File: src/rtl/epwm_pkg.sv
// Shared definitions for the EPWM time-base: count-mode encodings, direction
// levels and the 2-bit mode type used on the channel interface.
package epwm_pkg;

   typedef logic [1:0] tb_mode_t;

   localparam tb_mode_t TB_UP     = 2'd0;
   localparam tb_mode_t TB_DOWN   = 2'd1;
   localparam tb_mode_t TB_UPDOWN = 2'd2;
   localparam tb_mode_t TB_FREEZE = 2'd3;

   localparam logic DIR_UP   = 1'b1;
   localparam logic DIR_DOWN = 1'b0;

endpackage

File: src/rtl/epwm_time_base_if.sv
// Channel-side bundle of the time-base: configuration/control in, count and
// event outputs back. The master modport drives control; slave is the counter.
interface epwm_time_base_if
   import epwm_pkg::*;
#(
   parameter int WIDTH      = 16,
   parameter int PRESCALE_W = 4
) ();

   logic                  enable;
   tb_mode_t              mode;
   logic [WIDTH-1:0]      period;
   logic [PRESCALE_W-1:0] prescale;
   logic [WIDTH-1:0]      phase;
   logic                  sync_in;
   logic [WIDTH-1:0]      count;
   logic                  dir;
   logic                  zero_evt;
   logic                  period_evt;
   logic                  sync_out;

   modport master (
      output enable, mode, period, prescale, phase, sync_in,
      input  count, dir, zero_evt, period_evt, sync_out
   );

   modport slave (
      input  enable, mode, period, prescale, phase, sync_in,
      output count, dir, zero_evt, period_evt, sync_out
   );

endinterface

File: src/rtl/epwm_prescaler.sv
// Clock divider for the time-base: emits a one-cycle tick every prescale+1
// enabled cycles, restarting from zero when disabled or cleared.
module epwm_prescaler #(
   parameter int PRESCALE_W = 4
) (
   input  logic                  clk,
   input  logic                  reset,
   input  logic                  enable_i,
   input  logic                  clear_i,
   input  logic [PRESCALE_W-1:0] prescale_i,
   output logic                  tick_o
);

   logic [PRESCALE_W-1:0] div_q;

   // >= rather than == so a prescale shrunk below the divider still ticks at once
   assign tick_o = enable_i && !clear_i && (div_q >= prescale_i);

   always_ff @(posedge clk or posedge reset) begin
      if (reset)
         div_q <= '0;
      else if (!enable_i || clear_i || tick_o)
         div_q <= '0;
      else
         div_q <= div_q + PRESCALE_W'(1);
   end

endmodule

File: src/rtl/epwm_time_base.sv
// EPWM time-base counter: up / down / up-down counting with prescaler, phase sync
// and zero/period events. Define EPWM_TB_SHADOW_EN to buffer the period in a shadow.
module epwm_time_base
   import epwm_pkg::*;
#(
   parameter int WIDTH      = 16,
   parameter int PRESCALE_W = 4
) (
   input logic               clk,
   input logic               reset,
   epwm_time_base_if.slave   tb_io
);

   logic [WIDTH-1:0] count_q, count_d;
   logic             dir_q, dir_d;
   logic             zeroEvt_q, zeroEvt_d;
   logic             periodEvt_q, periodEvt_d;
   logic [WIDTH-1:0] activePeriod;
   logic             tick;
   logic             syncLoad;

   assign syncLoad = tb_io.enable && tb_io.sync_in;

   epwm_prescaler #(.PRESCALE_W(PRESCALE_W)) u_prescaler (
      .clk        (clk),
      .reset      (reset),
      .enable_i   (tb_io.enable),
      .clear_i    (tb_io.sync_in),
      .prescale_i (tb_io.prescale),
      .tick_o     (tick)
   );

`ifdef EPWM_TB_SHADOW_EN
   logic [WIDTH-1:0] period_q;
   logic             shadowLoad;

   // A tick leaving zero both reloads the shadow and counts with the new value
   assign shadowLoad   = tick && (count_q == '0);
   assign activePeriod = shadowLoad ? tb_io.period : period_q;

   always_ff @(posedge clk or posedge reset) begin
      if (reset)
         period_q <= '0;
      else if (!tb_io.enable || shadowLoad)
         period_q <= tb_io.period;
   end
`else
   assign activePeriod = tb_io.period;
`endif

   // Boundaries are tested before +/-1, so the counter never wraps through 2^WIDTH
   always_comb begin
      count_d     = count_q;
      dir_d       = dir_q;
      zeroEvt_d   = 1'b0;
      periodEvt_d = 1'b0;
      if (syncLoad) begin
         count_d = (tb_io.phase > activePeriod) ? activePeriod : tb_io.phase;
         dir_d   = DIR_UP;
      end else if (tick && (tb_io.mode != TB_FREEZE)) begin
         case (tb_io.mode)
            TB_UP: begin
               count_d = (count_q >= activePeriod) ? '0 : count_q + WIDTH'(1);
               dir_d   = DIR_UP;
            end
            TB_DOWN: begin
               count_d = (count_q == '0) ? activePeriod : count_q - WIDTH'(1);
               dir_d   = DIR_DOWN;
            end
            default: begin
               if (count_q > activePeriod) begin
                  count_d = activePeriod;
                  dir_d   = DIR_DOWN;
               end else begin
                  if (dir_q == DIR_UP)
                     count_d = (count_q < activePeriod) ? count_q + WIDTH'(1) :
                               (count_q == '0)          ? '0 : count_q - WIDTH'(1);
                  else
                     count_d = (count_q != '0)         ? count_q - WIDTH'(1) :
                               (activePeriod == '0)    ? '0 : count_q + WIDTH'(1);
                  if (count_d == '0)
                     dir_d = DIR_UP;
                  else if (count_d == activePeriod)
                     dir_d = DIR_DOWN;
                  else
                     dir_d = (count_d > count_q);
               end
            end
         endcase
         zeroEvt_d   = (count_d == '0);
         periodEvt_d = (count_d == activePeriod);
      end
   end

   always_ff @(posedge clk or posedge reset) begin
      if (reset) begin
         count_q     <= '0;
         dir_q       <= DIR_UP;
         zeroEvt_q   <= 1'b0;
         periodEvt_q <= 1'b0;
      end else begin
         count_q     <= count_d;
         dir_q       <= dir_d;
         zeroEvt_q   <= zeroEvt_d;
         periodEvt_q <= periodEvt_d;
      end
   end

   assign tb_io.count      = count_q;
   assign tb_io.dir        = dir_q;
   assign tb_io.zero_evt   = zeroEvt_q;
   assign tb_io.period_evt = periodEvt_q;
   assign tb_io.sync_out   = zeroEvt_q;

endmodule

File: src/flat_wrapper.sv
// flat-port wrapper written by rule: the top's interface ports become plain ports
module epwm_time_base_flat import epwm_pkg::*;
#(
   parameter int WIDTH      = 16,
   parameter int PRESCALE_W = 4
)
  (clk, reset, tb_io_enable, tb_io_mode, tb_io_period, tb_io_prescale, tb_io_phase, tb_io_sync_in, tb_io_count, tb_io_dir, tb_io_zero_evt, tb_io_period_evt, tb_io_sync_out);
  epwm_time_base_if #(.WIDTH(WIDTH), .PRESCALE_W(PRESCALE_W)) tb_io_i ();
  input logic clk;
  input logic reset;
  input wire logic [$bits(tb_io_i.enable)-1:0] tb_io_enable;
  input wire logic [$bits(tb_io_i.mode)-1:0] tb_io_mode;
  input wire logic [$bits(tb_io_i.period)-1:0] tb_io_period;
  input wire logic [$bits(tb_io_i.prescale)-1:0] tb_io_prescale;
  input wire logic [$bits(tb_io_i.phase)-1:0] tb_io_phase;
  input wire logic [$bits(tb_io_i.sync_in)-1:0] tb_io_sync_in;
  output wire logic [$bits(tb_io_i.count)-1:0] tb_io_count;
  output wire logic [$bits(tb_io_i.dir)-1:0] tb_io_dir;
  output wire logic [$bits(tb_io_i.zero_evt)-1:0] tb_io_zero_evt;
  output wire logic [$bits(tb_io_i.period_evt)-1:0] tb_io_period_evt;
  output wire logic [$bits(tb_io_i.sync_out)-1:0] tb_io_sync_out;
  assign tb_io_i.enable = tb_io_enable;
  assign tb_io_i.mode = tb_io_mode;
  assign tb_io_i.period = tb_io_period;
  assign tb_io_i.prescale = tb_io_prescale;
  assign tb_io_i.phase = tb_io_phase;
  assign tb_io_i.sync_in = tb_io_sync_in;
  assign tb_io_count = tb_io_i.count;
  assign tb_io_dir = tb_io_i.dir;
  assign tb_io_zero_evt = tb_io_i.zero_evt;
  assign tb_io_period_evt = tb_io_i.period_evt;
  assign tb_io_sync_out = tb_io_i.sync_out;
  epwm_time_base #(.WIDTH(WIDTH), .PRESCALE_W(PRESCALE_W)) u_core (.clk(clk), .reset(reset), .tb_io(tb_io_i));
endmodule
File: config.mk
export PLATFORM = sky130hd
export DESIGN_NAME = epwm_time_base_flat
export DESIGN_NICKNAME = d
export VERILOG_FILES = /design/src/rtl/epwm_pkg.sv /design/src/rtl/epwm_time_base_if.sv /design/src/rtl/epwm_prescaler.sv /design/src/rtl/epwm_time_base.sv /design/src/flat_wrapper.sv
export SDC_FILE = /design/constraint.sdc
export NUM_CORES = 1
export LEC_CHECK = 0
export ABC_AREA = 1
export CAP_MARGIN = 40
export CORE_MARGIN = 3
export CORE_UTILIZATION = 25
export DETAILED_ROUTE_END_ITERATION = 8
export PLACE_DENSITY = 0.42
export SYNTH_ARGS = -nofsm -noshare
export SYNTH_HDL_FRONTEND = slang
export SYNTH_HIERARCHICAL = 1
export SYNTH_SLANG_ARGS = --single-unit
File: constraint.sdc
create_clock -name clk -period 3.19 [get_ports clk]
set_input_delay 0.957 -clock clk [delete_from_list [all_inputs] [get_ports clk]]
set_output_delay 0.957 -clock clk [all_outputs]
set_load 0.02 [all_outputs]
Word-level counts from Yosys, hierarchy flattened:

Index checks and enable logic that the tools add are counted.

* muxes and demuxes: 29
* $lt $le $gt $ge: 6
* reduce and logical (&&, ||, !) cells: 16
* $add $sub $neg: 3
* equal/unequal tests: 4

Operators with widths (count)
* two-way mux 16 bit: 17
* logical NOT 16 bit: 4
* greater-than comparator 16 bit: 3
* == test 16 bit: 2
* one-hot mux 16 bit (2 select lines): 1
* adder 16 x 1 -> 16 bit, second input constant: 1
* greater-or-equal comparator 16 bit: 1
* less-than comparator 16 bit: 1
* nonzero test 16 bit: 1
* subtractor 16 x 1 -> 16 bit, second input constant: 1
* two-way mux 1 bit: 9
* adder 4 x 1 -> 4 bit, second input constant: 1
* greater-or-equal comparator 4 bit: 1
* logical AND 1 bit: 4
* two-way mux 4 bit: 1
* == test 2 x 1 -> 1 bit, second input constant: 1
* logical NOT 1 bit: 2
* logical NOT 2 bit: 1
* logical OR 1 bit: 2
* inequality test 2 bit, second input constant: 1
* one-hot mux 1 bit (2 select lines): 1
* nonzero test 2 bit: 1
* OR reduction 2 bit: 1

* bits of input ports: 42
* register bits: 23
* logic and storage cells: 63

Depth between registers and ports, before layout:

Gate-level depths: netlist of the first run.

* depth after elaboration: 15
* gate-level depth with buffers: 26

Modules after synthesis:

The synthesis of the first run kept the hierarchy.

By module, submodules not included
* epwm_time_base: cells an instance 810, area an instance 4827.1 µm², instances 1
* epwm_prescaler: cells an instance 39, area an instance 304.0 µm², instances 1

Worst setup path after synthesis of the first run:

No wires, ideal clock.

* path kind: input to register
* start: input port tb_io_period[11]
* end: register u_core.dir_q (netlist: u_core/tb_io.dir)
* library setup time: 73 ps
* setup slack: -272 ps
* data required time: 3117 ps
* arrival: 3389 ps
* stages: 20
* cells stage by stage: inv_1 ha_1 a21oi_1 nand2_1 a21oi_4 nand2_1 buf_2 nand2_1 nand3_2 nand2_1 inv_1 ha_1 nand4_1 nor3_1 a221oi_1 a31oi_1 nand2_1 nand2_1 nand2_1 a21oi_1

* longest elaborated chain between the ends: 15
* elaborated cells on any way between the ends: 20
* those cells by class: 3 x order compare; 1 x eq/ne; 14 x mux; 2 x reduce/logical

RTL lines
* start: declaration: RTL line flat_wrapper.sv:13 `input wire logic [$bits(tb_io_i.period)-1:0] tb_io_period;`
* branches (longest 11 deep; another with less-than comparator 16 bit)
* two-way mux 1 bit *: RTL line epwm_time_base.sv:71 `if (count_q > activePeriod) begin`
* one-hot mux 1 bit (2 select lines) *: RTL line epwm_time_base.sv:61 `case (tb_io.mode)`
* two-way mux 1 bit *: RTL line epwm_time_base.sv:60 `end else if (tick && (tb_io.mode != TB_FREEZE)) begin`
* two-way mux 1 bit *: RTL line epwm_time_base.sv:57 `if (syncLoad) begin`
* end signal: assignment: RTL line epwm_time_base.sv:103 `dir_q <= dir_d;`
* end: declaration: RTL line epwm_time_base.sv:15 `logic dir_q, dir_d;`

Every way passes the cells marked *. The select of a mux whose other input is x is not followed.
A chain may end at the register's enable or synchronous reset.

Final worst setup path of the first run:

Ends and elaborated chain as after synthesis.

==> qor.yml, run 1 <==
outcome: "finished, violations left"
violations: "setup timing"
cts-buffers-inserted: 3
vias: 6991
fin_util: 0.445
instances_no_fill: 1384
ant_nets: 0
min_period_over_period: 1.12
worstReg2RegEnd: "u_core/tb_io.dir$_DFFE_PP1P_"
htree_levels: 1
rows: 51
wl_per_cell_um: 20.3
ys_seq_elements: 23
cts.sinks: 23
drc: 0
syn_area_um2: 5130
reg2reg_from: "u_core/tb_io.count[1]$_DFFE_PP0P_"
setup_viol: 4
worst_slew_pin_slew_ns: 0.439
hold_end: "u_core/u_prescaler/div_q[0]$_DFF_PP0_"
coreArea_um2: 19800
grt_use_total: 0.246
setup_ws_ns: -0.371
crit_type: "in2reg"
required_ns: 3.39
avgViaCountPerCell: 5.05
hold_violations: 0
crit_fanout: 5
cts_root_buf: "clkbuf_16"
n_antenna_cell: 0
synth_fp_nets: 947
fmax_mhz: 281
hp-class: "reg2reg"
cp-end-kind: "flop"
dr.pass1.iters: 5
path_clk_slew_ns: 0.07
synth_cells: 849
avgSynthCellArea_um2: 6.04
nNetsFinal: 1218
grt_max_degree: 20
synth_edf_count: 0
power.density_nw_per_um2: 531
worstSkewPairLatency_ns: 0.27
final_common_cell: "buf_4"
cap_violations: 0
die_area_um2: 22300
ff2ff_setup_slack_ns: -0.25
ioPinCount: 62
finalPower_uw: 4670
ys_async_sr_fraction: 1.00
drive_gt1_frac: 0.412
syn_to_final_growth_pct: 71.6
dp_hpwl_um: 22900
fp.dieH_um: 149
initial_core_util: 0.259
start_kind: "input pin"
holdCritStartpoint: "u_core/u_prescaler/div_q[0]$_DFF_PP0_"
portBuffers: 61
grt_setup_unrepaired: "yes"
slew_violations: 0
die_w_um: 149
synth_warnings: 6
crit_start: "tb_io_period[11]"
cp.arrival_ns: 3.76
p_leak_uw: 0.00414
fill_cells: 2141
synth.distinct_cells: 48
grt_pass1_wl_um: 41000
globalRouteOverflowTotal: 0
postCtsHoldBufs: 0
ys.flop_type: "dfrtp_1"
timing.final.crit_period_ns: 3.56
gp_congestion: 0.963
grt_pass1_vias: 6715
layout_common_cells: "203 x buf_4, 182 x nand2_1, 79 x nand3_1"
seq_area_frac_synth: 0.112
clockBufferDepth: 2
antenna_found_initial: 0
reg2reg_depth: 20
slew-limit-headroom: 0.706
cts_tree: "yes"
skew_ns: 0.00435
drt_iter0_markers: 587
wl_um: 28100
min_path_cells: 1
placed_cells: 1349
ir_drop_v: 0.000208
-- synthesized netlist by cell type (all sizes together) (13+ instances only) --
cell type	instances	area [µm²]
nand2	262	1100
nor2	97	407
nand3	90	493
inv	89	334
ha	56	701
a21oi	52	275
o21ai	51	259
dfrtp	22	551
xor2	21	184
nand4	20	131
o221ai	17	149
clkbuf	13	48.8
-- layer usage --
layer | vias up | wire [µm] | GRT usage
met1 | 3218 | 13000 | 0.350
met4 | 0 | 834 | 0.0696
li1 | 3408 | - | -
met3 | 57 | 2080 | 0.0392
met5 | - | 0 | 0
met2 | 308 | 12200 | 0.384
-- power by group --
group	internal [µW]	switching [µW]	leakage, µW
combinational	1770	2190	0.00381
sequential	334	71.9	0.000289
clock	171	138	0.0000371
-- how the worst max path moves through the flow --
stage	slack (ns)	depth (start not counted)	to
6_report	-0.37	23	u_core/tb_io.dir$_DFFE_PP1P_
3_5_place_dp	-1.15	25	u_core/tb_io.dir$_DFFE_PP1P_
5_1_grt	-0.51	23	u_core/tb_io.dir$_DFFE_PP1P_
2_1_floorplan	-0.17	22	u_core/tb_io.dir$_DFFE_PP1P_
3_3_place_gp	-1.06	20	u_core/tb_io.dir$_DFFE_PP1P_
4_1_cts	-0.27	22	u_core/tb_io.dir$_DFFE_PP1P_
-- flip-flops by register name (all words and copies together) (netlist names) --
register                  flops
u_core/u_prescaler/div_q      4
u_core/tb_io.count           16
u_core/tb_io.period_evt       1
u_core/tb_io.sync_out         1
u_core/tb_io.dir              1
-- what timing repair did --
item                                    in CTS  in global routing
gates resized for setup                    186                 74
pin swaps                                   72                 56
buffers inserted                            26                  9
cloned                                       2                  0
endpoints found under the setup margin      19                 14
-- per-stage QoR --
step | cell area, µm² | setup slack, ns | TNS, ns | hold WS, ns
2_1_floorplan | 5260 | -0.165 | -0.165 | 0.450
3_3_place_gp | 7580 | -1.06 | -13.87 | 0.494
3_5_place_dp | 7580 | -1.15 | -14.30 | 0.489
4_1_cts | 8480 | -0.273 | -0.336 | 0.500
5_1_grt | 8810 | -0.505 | -1.28 | 0.534
6_report | 8810 | -0.371 | -0.577 | 0.496
-- critical path, cell delays in order --
cell and delay [ns]:
buf_8 0.08, clkinvlp_4 0.09, ha_4 0.22, buf_6 0.12, a21oi_4 0.13, nand2_4 0.09
a21oi_4 0.21, nand3_4 0.18, buf_12 0.19, nand2_8 0.09, nand2_4 0.06, nand2_4 0.08
ha_4 0.20, a21oi_4 0.16, o21ai_4 0.08, nand2_1 0.06, o211ai_1 0.11, a221oi_2 0.34
a31oi_4 0.04, nand2_1 0.07, nand2_1 0.05, nand2_1 0.08, a21oi_2 0.06
-- area by class of cell --
class / count / area, µm² / area share
timing repair buffer: 290 / 2460 / 0.280
clock buffer: 3 / 75.1 / 0.00853
multi-input combinational: 712 / 5000 / 0.567
sequential: 23 / 577 / 0.0655
tap: 265 / 332 / 0.0377
inverter: 90 / 354 / 0.0402
clock inverter: 1 / 7.51 / 0.000853
-- kinds of logic after synthesis --
| logic type | after synthesis | share of synthesized area |
|---|---|---|
| compound gates | 145 | 0.178 |
| xor+xnor | 23 | 0.0393 |
| fa+ha+maj | 56 | 0.137 |
| buf+inv | 115 | 0.0946 |
| flops | 23 | 0.112 |
| simple gates | 487 | 0.439 |
(Power assumes the default switching activity.)
==> run 2, diff against run 1 <==
--- a/config.mk
+++ b/config.mk
@@ -8,9 +8,10 @@
 export ABC_AREA = 1
 export CAP_MARGIN = 40
 export CORE_MARGIN = 3
-export CORE_UTILIZATION = 25
+export CORE_UTILIZATION = 30
 export DETAILED_ROUTE_END_ITERATION = 8
-export PLACE_DENSITY = 0.42
+export DONT_BUFFER_PORTS = 1
+export PLACE_DENSITY = 0.44
 export SYNTH_ARGS = -nofsm -noshare
 export SYNTH_HDL_FRONTEND = slang
 export SYNTH_HIERARCHICAL = 1
==> run 2 against run 1 <==
Against the previous run: sequential cell count is the same; clock skew grew 0.0087 ns; clock-buffer cell count grew 1; design area shrank 15%; largest cell class unchanged; register-to-register slack gained 0.08 ns; die area shrank 16%; sequential power shrank 5.9%; global-route usage grew 4.8 points; setup slack gained 0.046 ns; the run still ends with setup timing left; power shrank 7.9%; hold slack lost 0.046 ns.
==> qor.yml, run 2 (same netlist as run 1, synthesis figures left out) <==
p_leak_uw: 0.00369
coreArea_um2: 16600
crit_type: "in2reg"
n_antenna_cell: 0
drt_iter0_markers: 554
largest_reg_flops: 16
final_design_area_no_fill_um2: 7510
crit_fanout: 8
cp.arrival_ns: 3.73
globalRouteOverflowTotal: 0
portBuffers: 0
worstSkewPairLatency_ns: 0.28
cts_root_buf: "clkbuf_16"
fp.dieH_um: 137
outcome: "finished, violations left"
syn_to_final_growth_pct: 46.4
start_kind: "input pin"
min_period_over_period: 1.10
postCtsHoldBufs: 0
worst_slew_pin_slew_ns: 0.551
slew_violations: 0
path_common_cell: "nand2_1"
path_clk_slew_ns: 0.08
gp_congestion: 1.16
wl_per_cell_um: 22.1
grt_pass1_wl_um: 40800
fmax_mhz: 284
slew-limit-headroom: 0.633
grt_pass1_vias: 6610
wl_um: 27600
setup_ws_ns: -0.325
ioPinCount: 62
place_ws_ns: -0.817
rows: 47
cts-buffers-inserted: 3
die_area_um2: 18700
grt_setup_unrepaired: "yes"
violations: "setup timing"
layout_common_cells: "201 x nand2_1, 180 x buf_4, 81 x nand3_1"
final_common_cell: "nand2_1"
cts_tree: "yes"
ir_drop_v: 0.000235
cap_violations: 0
power.density_nw_per_um2: 573
placed_area_um2: 6830
max_stage_delay_ns: 0.26
hold_violations: 0
holdWs_ns: 0.451
setup_viol: 3
grt_max_degree: 20
dr.pass1.iters: 5
dp_hpwl_um: 22800
skew_ns: 0.0131
antenna_found_initial: 0
cp-end-kind: "flop"
nNetsFinal: 1128
crit_family: "simple AND/OR/NAND/NOR gates"
fill_cells: 1756
crit_chain: "clkinvlp_4 -> ha_4 -> buf_6 -> a21oi_2 -> nand2_2 -> a21oi_4 -> nand3_4 -> buf_12 -> buf_12 -> nand2_4 -> nand2_4 -> ha_4 -> nand4_1 -> nor3_4 -> a221oi_2 -> a31oi_1 -> nand2_1 -> nand2_1 -> nand2_1 -> a21oi_2"
cp_num_buf_inv: 4
initial_core_util: 0.308
hp-class: "in2async"
cts.sinks: 23
htree_levels: 1
drc: 0
avgViaCountPerCell: 5.46
vias: 6825
seq_area_um2: 577
clockBufferDepth: 2
required_ns: 3.41
timing.final.crit_period_ns: 3.52
crit_slowest_cell: "ha_4"
die_w_um: 137
ant_nets: 0
ff2ff_setup_slack_ns: -0.17
multi_input_area_um2: 4570
drive_gt1_frac: 0.345
grt_use_total: 0.294
==> run 2: cell types whose count changed in the layout (fill, tap and decap cells not counted), moves of 5 or more <==
cell             change
inv_1               +10
o221ai_1             +6
ha_4                -10
clkdlybuf4s50_1     -45
buf_6                -5
o221ai_2             -6
nand2_1             +19
nand2_2             -11
buf_4               -23
inv_2                -8
buf_2                -7
nand2_4              -9
ha_1                +11
nor2_1               +6
==> run 2: final cells by class <==
type	instances	area share
sequential	23	0.0768
multi-input combinational	711	0.608
clock buffer	4	0.0105
timing repair buffer	201	0.221
inverter	90	0.0465
tap	220	0.0367
==> run 2: final timing paths <==
path / startpoint / end / depth (start not counted)
setup reg to reg: u_core/tb_io.count[10]$_DFFE_PP0P_ / u_core/tb_io.dir$_DFFE_PP1P_ / 21
hold reg to reg: u_core/u_prescaler/div_q[0]$_DFF_PP0_ / u_core/u_prescaler/div_q[0]$_DFF_PP0_ / 1
setup / recovery: tb_io_period[11] / u_core/tb_io.dir$_DFFE_PP1P_ / 20
max in group asynchronous: reset / u_core/tb_io.dir$_DFFE_PP1P_ / 2
min in group clk: u_core/u_prescaler/div_q[0]$_DFF_PP0_ / u_core/u_prescaler/div_q[0]$_DFF_PP0_ / 1
hold / removal: reset / u_core/u_prescaler/div_q[0]$_DFF_PP0_ / 1
==> run 2: repair_timing <==
item	4_1_cts	5_1_grt
resized for setup	52	58
endpoints found under the setup margin	10	4
pin swaps	8	41
hold endpoints to repair	0	0
setup buffers	7	8
==> run 2: power breakdown <==
part           total, µW  internal [µW]  switching (µW)
Sequential           382            334            47.3
Clock                315            172             142
Combinational       3610           1580            2030
Total               4310           2090            2220
==> run 2: stage by stage <==
stage | util | TNS [ns] | power (µW) | instances
after detailed placement | 0.410 | -5.87 | 3420 | 1231
after CTS | 0.433 | -0.286 | 3970 | 1242
after global placement | 0.409 | -5.41 | 3410 | 1230
after global routing | 0.451 | -0.826 | 4570 | 1249
final | 0.451 | -0.524 | 4310 | 1249
after floorplan | - | -0.165 | 2030 | 849
==> run 2: layer usage <==
layer,up-vias,GRT usage,wire [µm]
li1,3228,-,-
met4,0,0.0876,845
met5,-,0,0
met3,44,0.0390,2170
met2,287,0.460,12200
met1,3266,0.420,12400
==> run 3, diff against run 2 <==
--- a/config.mk
+++ b/config.mk
@@ -12,6 +12,7 @@
 export DETAILED_ROUTE_END_ITERATION = 8
 export DONT_BUFFER_PORTS = 1
 export PLACE_DENSITY = 0.44
+export REMOVE_ABC_BUFFERS = 1
 export SYNTH_ARGS = -nofsm -noshare
 export SYNTH_HDL_FRONTEND = slang
 export SYNTH_HIERARCHICAL = 1
==> run 3 against run 2 <==
Against the previous run: clock skew down 0.0045 ns; the flow still finishes with violations (setup timing); die area did not move; largest power group unchanged; clock power fell by 6%; setup slack better by 0.32 ns; critical path type unchanged; global-route usage down 3.4 points; design area decreased by 0.28%; combinational power shrank 4%; core utilization shrank 0.13 points; routed wire length is 11% lower.
==> qor.yml, run 3 (same netlist as run 1, synthesis figures left out) <==
outcome: "finished, violations left"
violations: "setup timing"
wl_um: 24600
max_stage_delay_ns: 0.31
slew-limit-headroom: 0.706
cp-end-kind: "flop"
ir_drop_v: 0.000204
setup_ws_ns: -0.00793
setup_viol: 1
vias: 6506
cap_violations: 0
grt_use_met2: 0.405
nNetsFinal: 1115
worstSkewPairLatency_ns: 0.27
n_antenna_cell: 0
p_leak_uw: 0.00362
ant_nets: 0
skew_ns: 0.00853
wl_per_cell_um: 19.9
cts_tree: "yes"
fmax_mhz: 313
required_ns: 3.39
avgViaCountPerCell: 5.26
path_clk_slew_ns: 0.07
start_kind: "input pin"
syn_to_final_growth_pct: 45.9
ioPinCount: 62
coreArea_um2: 16600
die_w_um: 137
postCtsHoldBufs: 0
portBuffers: 0
cts.sinks: 23
dr.pass1.iters: 5
dp_hpwl_um: 20200
min_period_over_period: 1.00
final_common_cell: "nand2_1"
grt_pass1_wl_um: 36700
grt_pass1_vias: 6191
globalRouteOverflowTotal: 0
cp.arrival_ns: 3.40
worst_slew_pin_slew_ns: 0.439
placed_cells: 1219
cts-buffers-inserted: 3
slew_violations: 0
instances_no_fill: 1236
grt_max_degree: 21
rows: 47
antenna_found_initial: 0
timing.final.crit_period_ns: 3.20
hp-class: "in2async"
grt_use_total: 0.260
cts_root_buf: "clkbuf_16"
holdWs_ns: 0.454
initial_core_util: 0.308
crit_type: "in2reg"
crit_chain: "inv_1 -> ha_1 -> nand2_2 -> nor2_4 -> a21oi_4 -> nand3_4 -> buf_6 -> nand2_1 -> nand2_4 -> ha_4 -> nand2_2 -> nor3_2 -> a221oi_1 -> a31oi_1 -> nand2_1 -> nand2_2 -> nand2_1 -> a21oi_1"
crit_fanout: 8
layout_common_cells: "190 x nand2_1, 178 x buf_4, 79 x nand3_1, 79 x nor2_1, 66 x inv_1"
largest_reg_flops: 16
fp.dieH_um: 137
drive_gt1_frac: 0.366
drc: 0
top_usage_layer: "met2"
grt_setup_unrepaired: "yes"
use_met1: 0.372
power.density_nw_per_um2: 554
ff2ff_setup_slack_ns: 0.14
reg2reg_depth: 18
crit_slowest_cell: "ha_1"
drt_iter0_markers: 673
fill_cells: 1798
htree_levels: 1
gp_congestion: 0.951
die_area_um2: 18700
clockBufferDepth: 2
grt_use_met3: 0.0467
hold_violations: 0
==> run 3: cell types whose count changed in the layout (fill, tap and decap cells not counted), sizes merged <==
cell	previous run	this run
buf	201	187
inv	86	89
nand2	262	263
clkinvlp	3	0
==> run 3: final cells by class <==
cell class | instances | area, µm² | share of cell area
timing repair buffer | 187 | 1460 | 0.194
clock buffer | 4 | 78.8 | 0.0105
multi-input combinational | 712 | 4740 | 0.633
inverter | 90 | 363 | 0.0485
sequential | 23 | 578 | 0.0772
tap | 220 | 275 | 0.0368
==> run 3: worst max-delay path: cells and delay by family <==
family	cells	cell delay, ns
AND/OR/NAND/NOR	10	1.04
AO/OA/AOI/OAI	4	0.57
adder cells (fa/ha/maj)	2	0.58
buffers and inverters	2	0.24
==> run 3: final timing paths <==
kind	from	end
min in group clk	u_core/u_prescaler/div_q[0]$_DFF_PP0_	u_core/u_prescaler/div_q[0]$_DFF_PP0_
setup / recovery	tb_io_period[12]	u_core/tb_io.dir$_DFFE_PP1P_
hold reg to reg	u_core/u_prescaler/div_q[0]$_DFF_PP0_	u_core/u_prescaler/div_q[0]$_DFF_PP0_
max in group asynchronous	reset	u_core/tb_io.dir$_DFFE_PP1P_
hold / removal	reset	u_core/u_prescaler/div_q[3]$_DFF_PP0_
setup reg to reg	u_core/tb_io.count[2]$_DFFE_PP0P_	u_core/tb_io.dir$_DFFE_PP1P_
==> run 3: power breakdown <==
| part | total (µW) | internal, µW | switching [µW] |
|---|---|---|---|
| Combinational | 3470 | 1510 | 1960 |
| Sequential | 387 | 335 | 52.0 |
| Clock | 297 | 172 | 125 |
==> run 3: layer usage <==
| metal | vias up | routed length [µm] |
|---|---|---|
| li1 | 3206 | - |
| met1 | 3021 | 11100 |
| met2 | 249 | 11000 |
| met3 | 30 | 2080 |
| met4 | 0 | 492 |
| met5 | - | 0 |
==> run 3: metrics by stage <==
step	total power (µW)	area (µm²)	TNS, ns	util	setup WS (ns)
global route	4460	7490	-0.190	0.450	-0.144
floorplan	1900	4980	-0.830	-	-0.448
finish	4150	7490	-0.00793	0.450	-0.00793
detailed placement	3210	6610	-2.80	0.397	-0.542
global placement	3230	6580	-2.63	0.395	-0.555
CTS	3840	7140	-0.0166	0.429	-0.0166
==> run 3: repair_timing <==
item                       4_1_cts  5_1_grt
buffers inserted                 8        3
gates cloned                     1        1
pin swaps                       39       43
setup endpoints to repair        3        3
gates resized for setup         79       79
